[src/rtl/mu0_mux_pkg.sv]
// Shared definitions for the MU0 N:1 stream multiplexer: mode encodings
// and the select-width helper used to size index ports.
package mu0_mux_pkg;

  localparam logic MODE_SEL = 1'b0;
  localparam logic MODE_RR  = 1'b1;

  // Index width for n channels; never narrower than one bit.
  function automatic int sel_width(input int n);
    int w;
    w = $clog2(n);
    return (w < 1) ? 1 : w;
  endfunction

endpackage

[src/rtl/rr_arbiter.sv]
// Combinational round-robin arbiter: grants the first requester found when
// scanning upward from ptr, wrapping modulo N. N need not be a power of two.
module rr_arbiter
  import mu0_mux_pkg::*;
#(
  parameter int N = 4,
  localparam int SELW = sel_width(N)
) (
  input  logic [N-1:0]    req,
  input  logic [SELW-1:0] ptr,
  output logic            grant_valid,
  output logic [SELW-1:0] grant
);

  int startIdx;
  int scanIdx;

  // Scan N positions from the pointer and keep the first valid requester.
  always_comb begin
    grant_valid = 1'b0;
    grant       = '0;
    scanIdx     = 0;
    startIdx    = (int'(ptr) < N) ? int'(ptr) : 0;
    for (int k = 0; k < N; k++) begin
      scanIdx = startIdx + k;
      if (scanIdx >= N) begin
        scanIdx = scanIdx - N;
      end
      if (!grant_valid && req[scanIdx]) begin
        grant_valid = 1'b1;
        grant       = SELW'(scanIdx);
      end
    end
  end

endmodule

[src/rtl/mux_nto1_stream.sv]
// N-input registered stream multiplexer. Picks one valid/ready input per
// cycle (explicit select or round-robin) and holds it, tagged with its
// source index, in a one-entry output register with full throughput.
module mux_nto1_stream
  import mu0_mux_pkg::*;
#(
  parameter int WIDTH = 16,
  parameter int N     = 4,
  localparam int SELW = sel_width(N)
) (
  input  logic                 clk,
  input  logic                 nreset,
  input  logic                 mode,
  input  logic [SELW-1:0]      sel,
  input  logic [N*WIDTH-1:0]   in_data,
  input  logic [N-1:0]         in_valid,
  output logic [N-1:0]         in_ready,
  output logic [WIDTH-1:0]     out_data,
  output logic [SELW-1:0]      out_src,
  output logic                 out_valid,
  input  logic                 out_ready
);

  logic [WIDTH-1:0] outData_q, outData_d;
  logic [SELW-1:0]  outSrc_q, outSrc_d;
  logic             outValid_q, outValid_d;
  logic [SELW-1:0]  ptr_q, ptr_d;

  logic             selValid;
  logic             arbValid;
  logic [SELW-1:0]  arbGrant;
  logic             grantValid;
  logic [SELW-1:0]  grantIdx;
  logic             canAccept;
  logic             transfer;
  logic [WIDTH-1:0] grantData;

  rr_arbiter #(.N(N)) uArbiter (
    .req         (in_valid),
    .ptr         (ptr_q),
    .grant_valid (arbValid),
    .grant       (arbGrant)
  );

  // Explicit-select grant; an index at or beyond N matches no channel.
  always_comb begin
    selValid = 1'b0;
    for (int g = 0; g < N; g++) begin
      if (sel == SELW'(g) && in_valid[g]) begin
        selValid = 1'b1;
      end
    end
  end

  // Choose between the select path and the arbiter, then form ready/transfer.
  always_comb begin
    grantValid = (mode == MODE_RR) ? arbValid : selValid;
    grantIdx   = (mode == MODE_RR) ? arbGrant : sel;
    canAccept  = !outValid_q || out_ready;
    transfer   = grantValid && canAccept;
    in_ready   = '0;
    grantData  = '0;
    for (int g = 0; g < N; g++) begin
      if (grantIdx == SELW'(g)) begin
        in_ready[g] = transfer;
        grantData   = in_data[g*WIDTH +: WIDTH];
      end
    end
  end

  // Next state of the output register and the round-robin pointer.
  always_comb begin
    outData_d  = outData_q;
    outSrc_d   = outSrc_q;
    outValid_d = outValid_q;
    ptr_d      = ptr_q;
    if (transfer) begin
      outData_d  = grantData;
      outSrc_d   = grantIdx;
      outValid_d = 1'b1;
      if (mode == MODE_RR) begin
        ptr_d = (grantIdx == SELW'(N - 1)) ? '0 : grantIdx + 1'b1;
      end
    end else if (out_ready) begin
      outValid_d = 1'b0;
    end
  end

  // State registers; reset drops any held word and rewinds the pointer.
  always_ff @(posedge clk or negedge nreset) begin
    if (!nreset) begin
      outData_q  <= '0;
      outSrc_q   <= '0;
      outValid_q <= 1'b0;
      ptr_q      <= '0;
    end else begin
      outData_q  <= outData_d;
      outSrc_q   <= outSrc_d;
      outValid_q <= outValid_d;
      ptr_q      <= ptr_d;
    end
  end

  assign out_data  = outData_q;
  assign out_src   = outSrc_q;
  assign out_valid = outValid_q;

endmodule
[config.mk]
export PLATFORM = sky130hd
export DESIGN_NAME = mux_nto1_stream
export DESIGN_NICKNAME = d
export VERILOG_FILES = /design/src/rtl/mu0_mux_pkg.sv /design/src/rtl/rr_arbiter.sv /design/src/rtl/mux_nto1_stream.sv
export SDC_FILE = /design/constraint.sdc
export NUM_CORES = 1
export LEC_CHECK = 0
export CAP_MARGIN = 20
export CORE_MARGIN = 2
export CORE_UTILIZATION = 40
export DETAILED_ROUTE_END_ITERATION = 12
export PLACE_DENSITY = 0.95
export SLEW_MARGIN = 20
export SYNTH_ARGS = -nofsm -noshare
export SYNTH_HDL_FRONTEND = slang
export SYNTH_SLANG_ARGS = --single-unit
[constraint.sdc]
create_clock -name clk -period 9.8 [get_ports clk]
set_input_delay 1.96 -clock clk [delete_from_list [all_inputs] [get_ports clk]]
set_output_delay 1.96 -clock clk [all_outputs]
set_load 0.01 [all_outputs]
==> flow_summary_export.csv <==
group,metric,value,unit
status,status,"completed",
clocking,post_cts_resized,0,
yosys,synth_area_per_cell,9.845,µm²
yosys,ys.flop_type,"dfrtp_1",
timing,hold_ws,0.5079,ns
yosys,ys_types,33,
power,p_int,325.0,µW
yosys,synth_area_leaders,"dfrtp_1 33%, a221oi_1 8.9%, mux2_4 8.6%",
yosys,ys_seq_area_share,33.36,%
setup_path,slowest_stage,"ha_1",
power,p_seq_share,30.9,%
hold_path,hp-class,"flip-flop to flip-flop",
timing,finalCritPeriodShare,72.44,%
setup_path,startpoint,"in_valid[0]",
route,drt_wl_total,4708,µm
yosys,synth_fa_ha_area_share,3.177,%
finish,fin_nets,327,
yosys,ys_ff_latch,21,
yosys,synth_cells,160,
finish,multi_input_area,964.7,µm²
global_route,antenna_found_initial,0,
route,dr.pass1.iters,4,
power,p_leak,1.040,nW
route,first_iter_violations,69,
yosys,synth_mux_area_share,17.71,%
clocking,postCtsSetupBuffers,0,
floorplanning,start_util,42.39,%
yosys,yosys.area_share.xor_xnor,0,%
place,port_buffers,96,
yosys,synth_top_cell_by_area,"dfrtp_1",
setup_path,path_cells,"clkdlybuf4s50_1, nor4bb_1, or2_2, o311ai_0, and2_1, ha_1, and3_1, clkdlybuf4s50_1",
timing,fin_skew,0.001154,ns
power,p_clk_share,11.4,%
global_route,grt_pass1_vias,1552,
flow_run,cap_violations,0,
clocking,cts_max_level,1,
setup_path,rr_startpoint,"ptr_q[1]",
place,place_congestion,0.7723,
setup_path,rrSetupSlack,6.33,ns
floorplanning,row_count,22,
power,combPwrFrac,57.7,%
setup_path,arrival,5.14,ns
yosys,syn_area,0.001575,mm²
route,vias_per_cell,5.287,
finish,drive_gt1_share,11.69,%
yosys,synth_top_family_by_area,"compound AO/OA/AOI/OAI gates",
floorplanning,core-area,0.003716,mm²
global_route,grt_start_max_net_pins,34,
finish,syn2layout_area_growth,63.38,%
global_route,track_usage,21.05,%
timing,hold_violations,0,
global_route,grt_pass1_wl,7238,µm
route,ant_nets,0,
route,drcViolationCount,0,
power,ir_drop,0.1202,mV
clocking,cts_buffers,3,
power,p_per_area,190.7,mW/mm²
hold_path,hp-start,"out_data[10]",
clocking,clock_latency,0.25,ns
yosys,async_flop_share,100.0,%
global_route,grt_overflow,0,
timing,drv_slew,0,
timing,slew_headroom,34.93,%
hold_path,holdPathStages,1,
setup_path,cp.required,7.84,ns
clocking,clock_path_buffers,2,
clocking,clkTransAtPathRegs,0.07,ns
clocking,cts_root_buf,"clkbuf_8",
setup_path,cp_max_fo,19,
floorplanning,dieArea,0.004456,mm²
finish,layout_commonest_cell,"clkdlybuf4s50_1",
yosys,synth_compound_area_share,22.16,%
route,num_vias,1565,
timing,fmax,140.9,MHz
clocking,postCtsHoldBufs,0,
timing,finalSetupViolations,0,
place,placed_area,0.002531,mm²
place,hpwlAfterDp,3529,µm
clocking,cts_tree,"built",
floorplanning,die_w,66.76,µm
floorplanning,die_h,66.76,µm
hold_path,min_to,"out_data[10]",
yosys,synthSimpleGateAreaFrac,18.03,%
setup_path,critPathMaxStageDelay,0.63,ns
setup_path,r2r-end,"out_data[1]",
timing,tightest_slew,0.9761,ns
clocking,cts_sinks,21,
setup_path,cpMostUsedCell,"clkdlybuf4s50_1",
yosys,ys_warn_count,0,
finish,fillers,316,
yosys,synthesis.nets,238,
power,power_switching_share,33.77,%
setup_path,crit_path_end_kind,"output port",
route,wl_per_cell,15.91,µm
finish,mostFrequentLayoutCells,"95 x clkdlybuf4s50_1, 21 x dfrtp_1, 18 x nand2_1",
setup_path,worstSetupStartpointType,"input port",
timing,finalCriticalPeriod,7.100,ns
floorplanning,num_io_pins,97,
yosys,synth-edff-count,0,
setup_path,critical_path_class,"input port to output port",
finish,seqCellArea,525.5,µm²
yosys,synth.top_cell.area_share,33.36,%
power,switchingPower,165.7,µW
setup_path,worstRegToRegCells,9,
timing,rsz0062_at_grt,"no",
timing,tns,0,ns
finish,design_area,0.002574,mm²
finish,diodes,0,
power groups by stage:
stage	Sequential (mW)	Combinational, mW	Clock, mW
floorplan	0.163	0.138	0
global placement	0.149	0.278	0
detailed placement	0.153	0.283	0
CTS	0.151	0.285	0.0584
global route	0.156	0.307	0.0629
finish	0.151	0.283	0.0559
through the flow:
stage                     power, mW  worst slack (ns)  std cells  utilization, %
after floorplan              0.3012             3.918        160               -
after global placement       0.4270             2.847        292           68.11
after detailed placement     0.4355             2.738        292           68.11
after CTS                    0.4944             2.741        296           69.33
after global routing         0.5260             2.460        296           69.26
final                        0.4907             2.700        296           69.26
cells by family after synthesis:
logic type | after synthesis
adders and majority gates | 4
and+or+nand+nor | 51
buffers and inverters | 17
DFF | 21
muxes | 21
AOI/OAI and AO/OA | 46
final cells by class:
| cell class | count | area share [%] |
|---|---|---|
| tap | 48 | 2.333 |
| inverter | 4 | 0.5834 |
| clock buffer | 4 | 1.750 |
| timing repair buffer | 97 | 37.43 |
| multi-input combinational | 122 | 37.48 |
| sequential | 21 | 20.42 |
critical path: cells and delay by family:
family,cells,cell delay [ns]
buffers and inverters,2,1.04
and+or+nand+nor,4,1.00
adders and majority gates,1,0.63
AOI/OAI and AO/OA,1,0.50
how the worst max path moves through the flow:
stage	endpoint	slack, ns	cells past startpoint
final	in_ready[1]	2.70	8
after detailed placement	in_ready[1]	2.74	8
after global routing	in_ready[1]	2.46	8
after global placement	in_ready[1]	2.85	8
after floorplan	in_ready[1]	3.92	8
after CTS	in_ready[1]	2.74	8
per-layer routing:
metal / part of all wire (%) / GRT usage, % / vias up
li1: - / - / 775
met1: 44 / 27.28 / 739
met2: 49 / 36.38 / 49
met3: 6.8 / 4.223 / 2
met4: 0.25 / 4.082 / 0
met5: 0 / 0 / -
cells in the mapped netlist (2+ instances only):
master	count
ha_1	4
mux2_4	9
a221oi_1	16
nor4bb_1	2
nor2_1	2
nor2b_1	17
nand2b_1	2
a21oi_1	5
clkbuf_1	10
nand2_1	18
mux2_2	9
inv_1	4
and3_1	4
o31ai_1	15
o21a_1	2
o21ai_0	3
mux2i_1	2
dfrtp_1	21
registers in the layout (all words and copies together), names as in the netlist:
name	count
out_valid	1
out_src	2
out_data	16
ptr_q	2
Power figures use the tool's default switching activity.
